## src/rtl/gray_pkg.sv

```systemverilog
// Shared constants and types for the RGB-to-gray frame loader.
// Coefficients are BT.601 luma weights scaled by 256.
package gray_pkg;

  localparam int IMG_W_D = 128;
  localparam int IMG_H_D = 128;
  localparam int AW_D    = 14;

  localparam logic [15:0] C_R = 16'd77;
  localparam logic [15:0] C_G = 16'd150;
  localparam logic [15:0] C_B = 16'd29;
  localparam logic [15:0] RND = 16'd128;

  typedef enum logic [1:0] {IDLE, FILL, DRAIN, READY} state_t;

  typedef struct packed {
    logic [7:0] r;
    logic [7:0] g;
    logic [7:0] b;
  } rgb_t;

endpackage

```

## src/rtl/rgb2gray_pipe.sv

```systemverilog
// Two-stage RGB->gray converter; valid and write address travel with the data.
// Never stalls: one output beat per input beat, two edges later.
module rgb2gray_pipe
  import gray_pkg::*;
#(
  parameter int AW = AW_D
) (
  input  logic          clk,
  input  logic          reset,
  input  logic          in_valid,
  input  rgb_t          in_pix,
  input  logic [AW-1:0] in_addr,
  output logic          s1_valid,
  output logic          out_valid,
  output logic [7:0]    out_gray,
  output logic [AW-1:0] out_addr
);

  localparam int STAGES = 2;

  logic [STAGES-1:0] vld_pipe;
  logic [15:0]       p_r, p_g, p_b;
  logic [AW-1:0]     addr1;
  logic [15:0]       sum;

  // Worst case 255,255,255 sums to 65408, so 16 bits never overflow.
  assign sum = p_r + p_g + p_b + RND;

  always_ff @(posedge clk or posedge reset) begin
    if (reset) begin
      vld_pipe <= '0;
      p_r      <= '0;
      p_g      <= '0;
      p_b      <= '0;
      addr1    <= '0;
      out_gray <= '0;
      out_addr <= '0;
    end else begin
      vld_pipe <= {vld_pipe[0], in_valid};
      if (in_valid) begin
        p_r   <= 16'(in_pix.r) * C_R;
        p_g   <= 16'(in_pix.g) * C_G;
        p_b   <= 16'(in_pix.b) * C_B;
        addr1 <= in_addr;
      end
      if (vld_pipe[0]) begin
        out_gray <= sum[15:8];
        out_addr <= addr1;
      end
    end
  end

  assign s1_valid  = vld_pipe[0];
  assign out_valid = vld_pipe[STAGES-1];

endmodule

```

## src/rtl/rgb2gray_frame_loader.sv

```systemverilog
// Loads one raster RGB frame into the gray SRAM, then lends the SRAM read
// port to the LBP engine until it signals finish.
module rgb2gray_frame_loader
  import gray_pkg::*;
#(
  parameter int IMG_W = IMG_W_D,
  parameter int IMG_H = IMG_H_D,
  parameter int AW    = AW_D
) (
  input  logic          clk,
  input  logic          reset,
  input  logic          pix_valid,
  output logic          pix_ready,
  input  logic          pix_sof,
  input  logic [7:0]    pix_r,
  input  logic [7:0]    pix_g,
  input  logic [7:0]    pix_b,
  output logic [AW-1:0] mem_addr,
  output logic          mem_wen,
  output logic [7:0]    mem_wdata,
  input  logic [7:0]    mem_rdata,
  output logic          gray_ready,
  input  logic          gray_req,
  input  logic [AW-1:0] gray_addr,
  output logic [7:0]    gray_data,
  input  logic          lbp_finish,
  output logic          frame_err
);

  localparam logic [AW-1:0] LAST = AW'(IMG_W * IMG_H - 1);

  state_t        state;
  logic [AW-1:0] cnt;
  logic          accept, pipe_in_vld, s1_vld, wr_vld;
  logic [AW-1:0] in_addr, wr_addr;
  logic [7:0]    wr_gray;
  rgb_t          pix;

  assign accept      = pix_valid & pix_ready;
  // In IDLE only an sof pixel enters the pipe; stray pixels are dropped.
  assign pipe_in_vld = accept & (pix_sof | (state == FILL));
  assign in_addr     = pix_sof ? '0 : cnt;
  assign pix         = {pix_r, pix_g, pix_b};

  rgb2gray_pipe #(.AW(AW)) u_pipe (
    .clk       (clk),
    .reset     (reset),
    .in_valid  (pipe_in_vld),
    .in_pix    (pix),
    .in_addr   (in_addr),
    .s1_valid  (s1_vld),
    .out_valid (wr_vld),
    .out_gray  (wr_gray),
    .out_addr  (wr_addr)
  );

  always_ff @(posedge clk or posedge reset) begin
    if (reset) begin
      state      <= IDLE;
      cnt        <= '0;
      pix_ready  <= 1'b0;
      gray_ready <= 1'b0;
      frame_err  <= 1'b0;
    end else begin
      frame_err <= 1'b0;
      case (state)
        IDLE: begin
          pix_ready <= 1'b1;
          if (accept && pix_sof) begin
            cnt   <= AW'(1);
            state <= FILL;
          end
        end
        FILL: begin
          if (accept) begin
            if (pix_sof) begin
              frame_err <= 1'b1;
              cnt       <= AW'(1);
            end else if (cnt == LAST) begin
              cnt       <= '0;
              pix_ready <= 1'b0;
              state     <= DRAIN;
            end else begin
              cnt <= cnt + AW'(1);
            end
          end
        end
        // Once stage 1 is empty the final write is on the SRAM port now.
        DRAIN: begin
          if (!s1_vld) begin
            gray_ready <= 1'b1;
            state      <= READY;
          end
        end
        READY: begin
          if (lbp_finish) begin
            gray_ready <= 1'b0;
            pix_ready  <= 1'b1;
            state      <= IDLE;
          end
        end
        default: state <= IDLE;
      endcase
    end
  end

  assign mem_wen   = wr_vld & (state != READY);
  assign mem_wdata = wr_gray;
  assign mem_addr  = (state == READY) ? gray_addr : wr_addr;
  assign gray_data = ((state == READY) && gray_req) ? mem_rdata : 8'd0;

endmodule

```

## config.mk

```make
export PLATFORM = sky130hd
export DESIGN_NAME = rgb2gray_frame_loader
export DESIGN_NICKNAME = d
export VERILOG_FILES = /design/src/rtl/gray_pkg.sv /design/src/rtl/rgb2gray_pipe.sv /design/src/rtl/rgb2gray_frame_loader.sv
export SDC_FILE = /design/constraint.sdc
export NUM_CORES = 1
export LEC_CHECK = 0
export BUFFER_PORTS_ARGS = -buffer_cell sky130_fd_sc_hd__clkbuf_2
export CAP_MARGIN = 40
export CORE_ASPECT_RATIO = 1.25
export CORE_MARGIN = 2
export CORE_UTILIZATION = 38
export DETAILED_ROUTE_END_ITERATION = 10
export PLACE_DENSITY = 0.62
export SYNTH_ARGS = -nofsm -noshare
export SYNTH_HDL_FRONTEND = slang
export SYNTH_HIERARCHICAL = 1
export SYNTH_SLANG_ARGS = --single-unit
```

## constraint.sdc

```tcl
create_clock -name clk -period 2.9 [get_ports clk]
set_clock_uncertainty 0.05 [all_clocks]
set_input_delay 0.58 -clock clk [delete_from_list [all_inputs] [get_ports clk]]
set_output_delay 0.58 -clock clk [all_outputs]
set_load 0.005 [all_outputs]
```

==> run_results.csv, run 1 <==
group,metric,value,unit
outcome,status,"finished with violations",
outcome,violations,"negative setup slack",
timing,worstMarginPinSlew,0.765,ns
critical_path,endpoint_kind,"flip-flop",
grt,grt_start_max_net_pins,81,
floorplanning,core,21500,um2
synth,syn_area,8260,um2
critical_path,slowest_delay,0.54,ns
pwr,power_density,999,nW/um2
clock_tree,cts_root_buffer,"clkbuf_16",
timing,slew_headroom,48.9,%
grt,grt_pass1_wl,30700,um
critical_path,cp_common_cell,"ha_4",
synth,synth_most_common_cell,"ha_1",
floorplanning,die_h,169,um
clock_tree,tritoncts,"yes",
clock_tree,path_clk_slew,0.07,ns
detailed_routing,num_vias,6453,
layout,stdcell_area,10900,um2
timing,hold_viol_final,0,
grt,grt_pass1_vias,6667,
timing,finalSetupViolCount,19,
critical_path,crit_chain,"buf_8 > ha_4 > ha_4 > inv_2 > fa_1 > fa_1 > inv_2 > ha_4 > nand2_2 > nand2b_1 > a31o_1 > a211o_1 > or3_1 > nand3_1",
grt,antenna_found_initial,0,
clock_tree,clk_path_buf_depth,2,
synth,synth_ff_type,"dfrtp_1",
layout,nets,1222,
critical_path,rrSetupSlack,-0.01,ns
critical_path,critPathLaunchType,"input pin",
floorplanning,start_util,38.5,%
layout,area_delta_synth_final,31.8,%
timing,clock.fmax,0.308,GHz
detailed_routing,vias_per_cell,5.02,
critical_path,worst_ep_arrival_time,3.48,ns
pwr,p_leak,5.42,nW
critical_path,worstSetupPathType,"in -> reg",
floorplanning,rows,60,
placement,dpl_cell_area,9960,um2
layout,fill_cells,1954,
placement,place_congestion,0.899,
clock_tree,htreeDepth,3,
critical_path,critPathMaxFanout,4,
grt,overflow,0,
critical_path,required,3.14,ns
synth,yosys_warnings,6,
detailed_routing,dr.pass1.iters,4,
floorplanning,fp.dieArea,23000,um2
placement,portBuffers,85,
synth,synth-seq-area-share,30.3,%
timing,rsz0062_at_grt,"yes",
critical_path,slowest_stage,"fa_1",
clock_tree,clk_latency,0.35,ns
synth,synthArstFlopShare,100,%
placement,dp_hpwl,14300,um
floorplanning,die_x,136,um
detailed_routing,routed_wl,18600,um
flow_run,maxCapViolations,0,
detailed_routing,route.antenna.remaining_nets,0,
detailed_routing,drt_iter0_markers,160,
clock_tree,postCtsHoldBufs,0,
critical_path,path_buf_inv,3,
synth,synth_top_area_cell,"dfrtp_1",
synth,avgSynthCellArea,10.1,um2
layout,layoutNonFillerInstCount,1285,
timing,period_share,112,%
clock_tree,clock_sinks,100,
synth,synth_area_leaders,"dfrtp_1, ha_1, fa_1",
synth,syn_nets,1043,
layout,drive_gt1_share,36.6,%
timing,fin_hold_ws,0.258,ns
synth,synth-edff-count,0,
worst_hold_path,hp-class,"in -> async",
grt,track_usage,16.5,%
detailed_routing,post-route-drc-count,0,
layout,antenna_cells,0,
synth,ys_ff_latch,100,
critical_path,cpLargestDelayFamily,"adder cells",
timing,layout_setup_ws,-0.343,ns
timing,period_needed,3.24,ns
floorplanning,ios,86,
synth,ys_types,62,
clock_tree,numCtsBuffers,9,
pwr,ir_drop,0.000693,V
layout,seq_area,2500,um2
detailed_routing,wl_per_cell,14.5,um
layout,multi_input_area,5960,um2
timing,drv_slew,0,
synth,netlist_instances,822,
placement,dp_cells,1262,
synth,synthTopCellsByCount,"ha_1, inv_1, dfrtp_1, mux2_2, nand2_1",
synth,netlist.area_leader.share,30.3,%
per-stage QoR:
step	setup TNS, ns	worst slack, ns	total power, mW	util [%]
floorplan	-5.52	-0.549	6.04	-
global placement	-13.51	-0.733	7.76	46.3
detailed placement	-14.55	-0.762	7.85	46.4
CTS	-3.81	-0.312	9.73	49.0
global route	-6.07	-0.494	11.9	50.7
finish	-3.85	-0.343	10.9	50.7
worst register-to-register path, stage by stage (launching register included):
cell	delay, ns
dfrtp_1	0.35
inv_2	0.05
fa_2	0.38
inv_2	0.06
fa_1	0.44
ha_4	0.30
nand3_4	0.08
nor2_4	0.06
a2111oi_4	0.43
o21ai_1	0.14
xor2_1	0.19
mux2_4	0.27
cell usage in the layout (no fill, tap or decap), drive strengths merged, types with 3 or more instances in the layout:
master | synthesis | layout
mux2 | 58 | 58
or4 | 3 | 3
dfrtp | 100 | 100
nor2 | 32 | 32
buf | 4 | 111
xor2 | 12 | 12
nor4 | 4 | 4
nand3 | 18 | 18
o2111ai | 3 | 3
xnor2 | 22 | 22
o21bai | 4 | 4
o21a | 4 | 4
nor2b | 17 | 17
or3 | 9 | 9
a221oi | 4 | 4
a31oi | 6 | 6
ha | 131 | 131
nand4 | 5 | 5
inv | 119 | 122
nand2 | 45 | 45
a21o | 8 | 8
fa | 38 | 38
clkinv | 0 | 3
and3 | 11 | 11
clkbuf | 19 | 89
nor3 | 11 | 11
o211ai | 3 | 3
o21ai | 38 | 38
and4 | 3 | 3
o31ai | 7 | 7
a21oi | 37 | 37
mux2i | 9 | 9
a211oi | 5 | 5
nand2b | 7 | 7
state kept, by name (all words and copies together) (netlist names):
signal / flops
cnt: 14
frame_err: 1
gray_ready: 1
pix_ready: 1
state: 2
u_pipe/addr1: 14
u_pipe/out_addr: 14
u_pipe/out_gray: 8
u_pipe/p_b: 13
u_pipe/p_g: 15
u_pipe/p_r: 15
u_pipe/vld_pipe: 2
area by class of cell:
class / instances / share of cell area [%]
Timing Repair Buffer: 191 / 12.2
Tap cell: 279 / 3.21
Sequential cell: 100 / 23.0
Clock inverter: 7 / 0.678
Inverter: 119 / 4.15
Multi-Input combinational cell: 580 / 54.7
Clock buffer: 9 / 2.07
logic make-up (layout without fill, tap and decap cells):
kind of cell    count (synthesis)  after routing  synth area share [%]
simple gates                  174            174                  10.7
flops                         100            100                  30.3
compound gates                136            136                  10.8
fa+ha+maj                     169            169                  29.0
mux                            67             67                  9.04
buf+inv                       142            326                  6.53
xor+xnor                       34             34                  3.60
path summary, 6_finish.rpt:
check | cells after the start | from | to
min in group clk | 2 | u_pipe/p_b[10] | u_pipe/p_b[10]
max reg2reg | 11 | u_pipe/p_b[6] | u_pipe/out_gray[6]
max | 14 | pix_g[4] | u_pipe/p_g[14]
min | 2 | reset | u_pipe/addr1[13]
max in group asynchronous | 3 | reset | u_pipe/p_b[11]
min reg2reg | 2 | u_pipe/p_b[10] | u_pipe/p_b[10]
layer usage:
metal | wire [um] | global-route usage, % | vias to the layer above
li1 | - | - | 3194
met1 | 7550 | 18.7 | 3162
met2 | 10200 | 31.8 | 72
met3 | 387 | 1.77 | 25
met4 | 406 | 5.16 | 0
met5 | 0 | 0 | -
where the power goes:
group	total (mW)	internal, mW	switching [mW]
clock	1.21	0.613	0.600
sequential	1.88	1.71	0.175
combinational	7.79	4.00	3.79
what timing repair did:
item / in CTS / in global routing
setup endpoints to repair: 28 / 29
cloned: 0 / 0
pin swaps: 38 / 43
hold endpoints to repair: 0 / 0
gates resized for setup: 37 / 67
setup buffers: 4 / 5
Note: power is estimated with default switching activity, not from simulation.
==> run 2, diff against run 1 <==
--- a/config.mk
+++ b/config.mk
@@ -14,5 +14,4 @@
 export PLACE_DENSITY = 0.62
 export SYNTH_ARGS = -nofsm -noshare
 export SYNTH_HDL_FRONTEND = slang
-export SYNTH_HIERARCHICAL = 1
 export SYNTH_SLANG_ARGS = --single-unit
==> run_results.csv, run 2 <==
group,metric,value,unit
timing,worstMarginPinSlew,0.769,ns
floorplanning,die_h,167,um
synth,synth_area_leaders,"dfrtp_1, ha_1, fa_1",
pwr,p_clk_share,25.6,%
timing,clock.fmax,0.278,GHz
layout,layoutNonFillerInstCount,1296,
critical_path,worst_ep_arrival_time,3.76,ns
synth,netlist.area_leader.share,30.9,%
timing,period_needed,3.59,ns
clock_tree,clk_path_buf_depth,2,
detailed_routing,post-route-drc-count,0,
layout,final_util,51.7,%
detailed_routing,vias_per_cell,4.93,
synth,netlist_instances,826,
grt,overflow,0,
pwr,pwr-share-seq,29.1,%
outcome,violations,"negative setup slack",
floorplanning,start_util,38.8,%
synth,ys_types,68,
synth,synthArstFlopShare,100,%
pwr,p_leak,5.50,nW
timing,finalSetupViolCount,20,
detailed_routing,drt_iter0_markers,208,
floorplanning,core,20900,um2
synth,avgSynthCellArea,9.81,um2
synth,synthTopCellsByCount,"inv_1, ha_1, dfrtp_1, nand2_1, o21ai_0",
clock_tree,clock_sinks,100,
layout,antenna_cells,0,
floorplanning,ios,86,
grt,grt_pass1_vias,6426,
synth,synth-edff-count,0,
pwr,ir_drop,0.000228,V
critical_path,slowest_stage,"fa_1",
grt,antenna_found_initial,0,
critical_path,cp_common_cell,"ha_4",
grt,grt_start_max_net_pins,101,
worst_hold_path,hp-class,"in -> async",
critical_path,worstSetupPathType,"in -> reg",
critical_path,crit_chain,"buf_8 > ha_4 > ha_4 > inv_2 > fa_1 > inv_1 > fa_1 > ha_4 > and2_4 > a22o_1 > o31a_1 > o41ai_2 > mux2i_1 > o311ai_1",
detailed_routing,dr.pass1.iters,4,
pwr,p_sw_share,32.8,%
synth,syn_area,8110,um2
clock_tree,htreeDepth,3,
timing,rsz0062_at_grt,"yes",
timing,drv_slew,0,
floorplanning,fp.dieArea,22500,um2
pwr,cell_internal_pwr,3.22,mW
pwr,p_comb_share,45.3,%
critical_path,critPathLaunchType,"input pin",
critical_path,path_buf_inv,3,
placement,dpl_cell_area,9790,um2
timing,period_share,124,%
synth,synth_most_common_cell,"inv_1",
critical_path,rrSetupSlack,0.03,ns
grt,grt_pass1_wl,29400,um
pwr,netSwitchingPower,1.57,mW
critical_path,critPathMaxFanout,3,
synth,synth_ff_type,"dfrtp_1",
timing,hold_viol_final,0,
outcome,status,"finished with violations",
synth,ys_ff_latch,100,
clock_tree,clk_latency,0.35,ns
synth,yosys_warnings,0,
detailed_routing,route.antenna.remaining_nets,0,
pwr,power_density,444,nW/um2
pwr,power,4.79,mW
detailed_routing,num_vias,6392,
critical_path,cpLargestDelayFamily,"adder cells",
synth,synth_top_area_cell,"dfrtp_1",
placement,place_congestion,0.770,
floorplanning,die_x,135,um
placement,dp_hpwl,13800,um
clock_tree,path_clk_slew,0.07,ns
layout,layout_commonest_cell,"inv_1",
layout,nets,1238,
critical_path,endpoint_kind,"flip-flop",
layout,drive_gt1_share,35.1,%
layout,area_delta_synth_final,33.1,%
detailed_routing,routed_wl,18100,um
critical_path,required,3.07,ns
synth,syn_nets,1047,
clock_tree,tritoncts,"yes",
timing,fin_hold_ws,0.303,ns
layout,stdcell_area,10800,um2
timing,slew_headroom,48.6,%
timing,layout_setup_ws,-0.694,ns
synth,synth-seq-area-share,30.9,%
clock_tree,numCtsBuffers,9,
grt,track_usage,15.9,%
placement,portBuffers,85,
floorplanning,rows,59,
clock_tree,cts_root_buffer,"clkbuf_16",
layout,layout_common_cells,"inv_1, buf_4, dfrtp_1",
critical_path,slowest_delay,0.48,ns
placement,dp_cells,1259,
clock_tree,postCtsHoldBufs,0,
detailed_routing,wl_per_cell,14.0,um
layout,top_regs,"u_pipe.p_g: 15 flops, u_pipe.p_r: 15 flops",
flow_run,maxCapViolations,0,
==> run 2: changes by cell type in the layout (fill, tap and decap cells not counted), moves of 6 or more <==
cell and delta:
a21oi_1 -11, a21oi_4 -6, a22o_1 +13, buf_4 +10, inv_1 +9, mux2_2 -20
mux2_4 -7, nand2_1 +26, nor2b_1 -12, o21a_1 +10, o21ai_0 -6, o21ai_1 +11
xnor2_1 -6
==> run 2: worst min-delay path: stages <==
cell,delay (ns)
clkbuf_2,0.10
clkinvlp_4,0.07
buf_12,0.39
==> run 2: kinds of logic (layout without fill, tap and decap cells) <==
family	after synthesis	after routing	synth area share [%]
flip-flops	100	100	30.9
buffers and inverters	154	350	7.30
multiplexers	35	35	4.82
AO/OA/AOI/OAI	153	153	12.9
XOR/XNOR	30	30	3.24
AND/OR/NAND/NOR	185	185	11.3
adder cells (fa/ha/maj)	169	169	29.6
==> run 2: worst paths after layout <==
path,end,start,depth (start not counted)
max,u_pipe.p_r[13],pix_r[5],14
min,cnt[1],reset,3
max reg2reg,u_pipe.out_gray[5],u_pipe.p_r[4],11
min reg2reg,u_pipe.out_gray[3],u_pipe.out_gray[3],2
max in group asynchronous,u_pipe.p_r[8],reset,3
min in group clk,u_pipe.out_gray[3],u_pipe.out_gray[3],2
==> run 2: routing by layer <==
metal / vias up / track usage [%] / routed length, um
met5: - / 0 / 0
met2: 97 / 30.4 / 9830
li1: 3208 / - / -
met1: 3077 / 18.7 / 7590
met3: 10 / 2.21 / 544
met4: 0 / 3.62 / 161
==> run 2: stage by stage <==
step           worst slack [ns]  setup TNS, ns
6_report                 -0.694          -5.46
3_3_place_gp              -1.10         -14.65
3_5_place_dp              -1.17         -15.78
4_1_cts                  -0.708          -5.96
2_1_floorplan            -0.885          -6.85
5_1_grt                  -0.792          -7.68
==> run 2: area by class of cell <==
| cell class | instances | area (um2) |
|---|---|---|
| multi-input combinational | 572 | 5710 |
| inverter | 133 | 507 |
| timing repair buffer | 201 | 1420 |
| clock buffer | 9 | 225 |
| fill | 1834 | 10100 |
| tap | 274 | 343 |
| clock inverter | 7 | 76.3 |
| sequential | 100 | 2500 |
==> run 2: repair_timing <==
action | CTS | global route
setup buffers | 9 | 14
endpoints found under the hold margin | 0 | 0
pin swaps | 38 | 64
endpoints found under the setup margin | 27 | 29
gates resized for setup | 40 | 63
==> run 2: power by group through the flow <==
stage / Clock, mW / Sequential, mW / Combinational (mW)
final: 1.23 / 1.39 / 2.17
after global routing: 1.30 / 1.39 / 2.40
after CTS: 1.24 / 1.39 / 1.99
after detailed placement: 0 / 1.42 / 1.78
after global placement: 0 / 1.42 / 1.75
after floorplan: 0 / 1.42 / 1.17
==> run 3, diff against run 2 <==
--- a/config.mk
+++ b/config.mk
@@ -7,11 +7,14 @@
 export LEC_CHECK = 0
 export BUFFER_PORTS_ARGS = -buffer_cell sky130_fd_sc_hd__clkbuf_2
 export CAP_MARGIN = 40
+export CELL_PAD_IN_SITES_DETAIL_PLACEMENT = 1
+export CELL_PAD_IN_SITES_GLOBAL_PLACEMENT = 1
 export CORE_ASPECT_RATIO = 1.25
 export CORE_MARGIN = 2
-export CORE_UTILIZATION = 38
+export CORE_UTILIZATION = 44
+export CTS_BUF_LIST = sky130_fd_sc_hd__clkbuf_8
 export DETAILED_ROUTE_END_ITERATION = 10
-export PLACE_DENSITY = 0.62
+export PLACE_DENSITY = 0.84
 export SYNTH_ARGS = -nofsm -noshare
 export SYNTH_HDL_FRONTEND = slang
 export SYNTH_SLANG_ARGS = --single-unit
==> run_results.csv, run 3 (synthesized netlist as in run 2, its figures left out) <==
group,metric,value,unit
grt,grt_util_met3,4.05,%
grt,overflow,0,
layout,layout_commonest_cell,"inv_1",
grt,gr-usage-met1,28.5,%
critical_path,reg2regPathDepth,10,
pwr,power_density,463,nW/um2
clock_tree,path_clk_slew,0.13,ns
pwr,p_sw_share,40.0,%
grt,grt_pass1_vias,8137,
floorplanning,start_util,44.8,%
timing,drv_slew,0,
clock_tree,clock_sinks,100,
detailed_routing,wl_per_cell,24.5,um
pwr,cell_internal_pwr,3.04,mW
critical_path,crit_start,"pix_r[5]",
layout,layout_common_cells,"inv_1, buf_4, dfrtp_1",
critical_path,worst_ep_arrival_time,3.93,ns
critical_path,critPathMaxFanout,3,
timing,finalSetupViolCount,29,
pwr,p_comb_share,53.4,%
placement,portBuffers,85,
critical_path,critPathLaunchType,"input pin",
layout,antenna_cells,0,
outcome,status,"finished with violations",
critical_path,rr_endpoint,"u_pipe.out_gray[5]",
timing,period_needed,3.68,ns
timing,period_share,127,%
detailed_routing,drt_iter0_markers,564,
grt,grt_util_met2,51.9,%
clock_tree,tritoncts,"yes",
layout,final_util,60.5,%
floorplanning,die_x,125,um
pwr,p_clk_share,19.1,%
clock_tree,htreeDepth,3,
detailed_routing,vias_per_cell,5.88,
floorplanning,core,18100,um2
layout,area_delta_synth_final,35.2,%
clock_tree,cts_root_buffer,"clkbuf_8",
worst_hold_path,hp-class,"in -> async",
timing,clock.fmax,0.271,GHz
timing,worstMarginPinSlew,0.831,ns
timing,slew_headroom,44.0,%
placement,dp_hpwl,17400,um
detailed_routing,post-route-drc-count,0,
timing,rsz0062_at_grt,"yes",
grt,antenna_found_initial,0,
layout,stdcell_area,11000,um2
layout,top_regs,"u_pipe.p_g: 15 flops, u_pipe.p_r: 15 flops",
timing,layout_setup_ws,-0.784,ns
critical_path,rrSetupSlack,-0.33,ns
grt,busiest_layer,"met2",
grt,track_usage,27.1,%
layout,nets,1239,
placement,dpl_cell_area,9750,um2
critical_path,worstSetupPathType,"in -> reg",
pwr,netSwitchingPower,2.03,mW
floorplanning,ios,86,
detailed_routing,dr.pass1.iters,5,
layout,drive_gt1_share,38.0,%
outcome,violations,"negative setup slack",
flow_run,maxCapViolations,0,
detailed_routing,routed_wl,30700,um
detailed_routing,num_vias,7352,
grt,grt_start_max_net_pins,39,
clock_tree,clk_path_buf_depth,2,
timing,hold_viol_final,0,
critical_path,r2r-start,"u_pipe.p_b[6]",
critical_path,endpoint_kind,"flip-flop",
floorplanning,fp.dieArea,19500,um2
critical_path,required,3.15,ns
clock_tree,clk_latency,0.43,ns
floorplanning,die_h,156,um
pwr,p_leak,5.50,nW
pwr,pwr-share-seq,27.5,%
grt,grt_pass1_wl,42100,um
detailed_routing,route.antenna.remaining_nets,0,
placement,place_congestion,0.784,
pwr,ir_drop,0.000291,V
clock_tree,numCtsBuffers,9,
floorplanning,rows,55,
run 3: worst max-delay path: stages:
cell and delay [ns]:
buf_8 0.10, ha_4 0.24, ha_4 0.26, inv_2 0.03, fa_1 0.51, inv_2 0.05
fa_1 0.56, ha_4 0.24, and2_4 0.15, a22o_4 0.23, o31a_1 0.30, buf_4 0.16
o21a_1 0.19, nor3_1 0.24, o31ai_2 0.10
run 3: metrics by stage:
step | cells | setup slack, ns | TNS (ns) | total power, mW | hold WS, ns
3_3_place_gp | 1212 | -1.11 | -14.78 | 3.16 | 0.413
4_1_cts | 1242 | -0.682 | -6.50 | 4.56 | 0.163
2_1_floorplan | 826 | -0.885 | -6.85 | 2.59 | 0.302
3_5_place_dp | 1212 | -1.19 | -18.70 | 3.31 | 0.421
5_1_grt | 1251 | -0.831 | -10.81 | 5.28 | 0.165
6_report | 1251 | -0.784 | -8.65 | 5.07 | 0.144
run 3: cell type report:
cell class	instances	area [um2]
Clock buffer	9	124
Clock inverter	7	66.3
Fill cell	1957	7140
Inverter	133	507
Multi-Input combinational cell	572	6010
Sequential cell	100	2500
Tap cell	228	285
Timing Repair Buffer	202	1460
run 3: worst max path at each step:
stage,to,slack (ns),depth (start not counted)
after CTS,u_pipe.p_r[11],-0.68,15
after floorplan,u_pipe.p_r[13],-0.89,13
after global routing,u_pipe.p_r[11],-0.83,15
after detailed placement,u_pipe.p_r[13],-1.19,14
final,u_pipe.p_r[11],-0.78,15
after global placement,u_pipe.p_r[13],-1.11,14
run 3: timing repair:
action / 4_1_cts / 5_1_grt
hold buffers: 0 / 0
cloned: 0 / 0
setup buffers: 14 / 13
pin swaps: 54 / 61
gates resized for setup: 66 / 83
endpoints found under the setup margin: 30 / 31
run 3: power by group through the flow:
stage / logic, mW / clock network (mW) / registers [mW]
global route: 2.87 / 1.02 / 1.39
global placement: 1.74 / 0 / 1.42
finish: 2.71 / 0.968 / 1.39
floorplan: 1.17 / 0 / 1.42
CTS: 2.25 / 0.922 / 1.39
detailed placement: 1.89 / 0 / 1.42
run 3: layer usage:
layer,up-vias,share of wire [%]
li1,3197,-
met1,3723,37
met2,294,53
met3,138,4.1
met4,0,6.4
met5,-,0
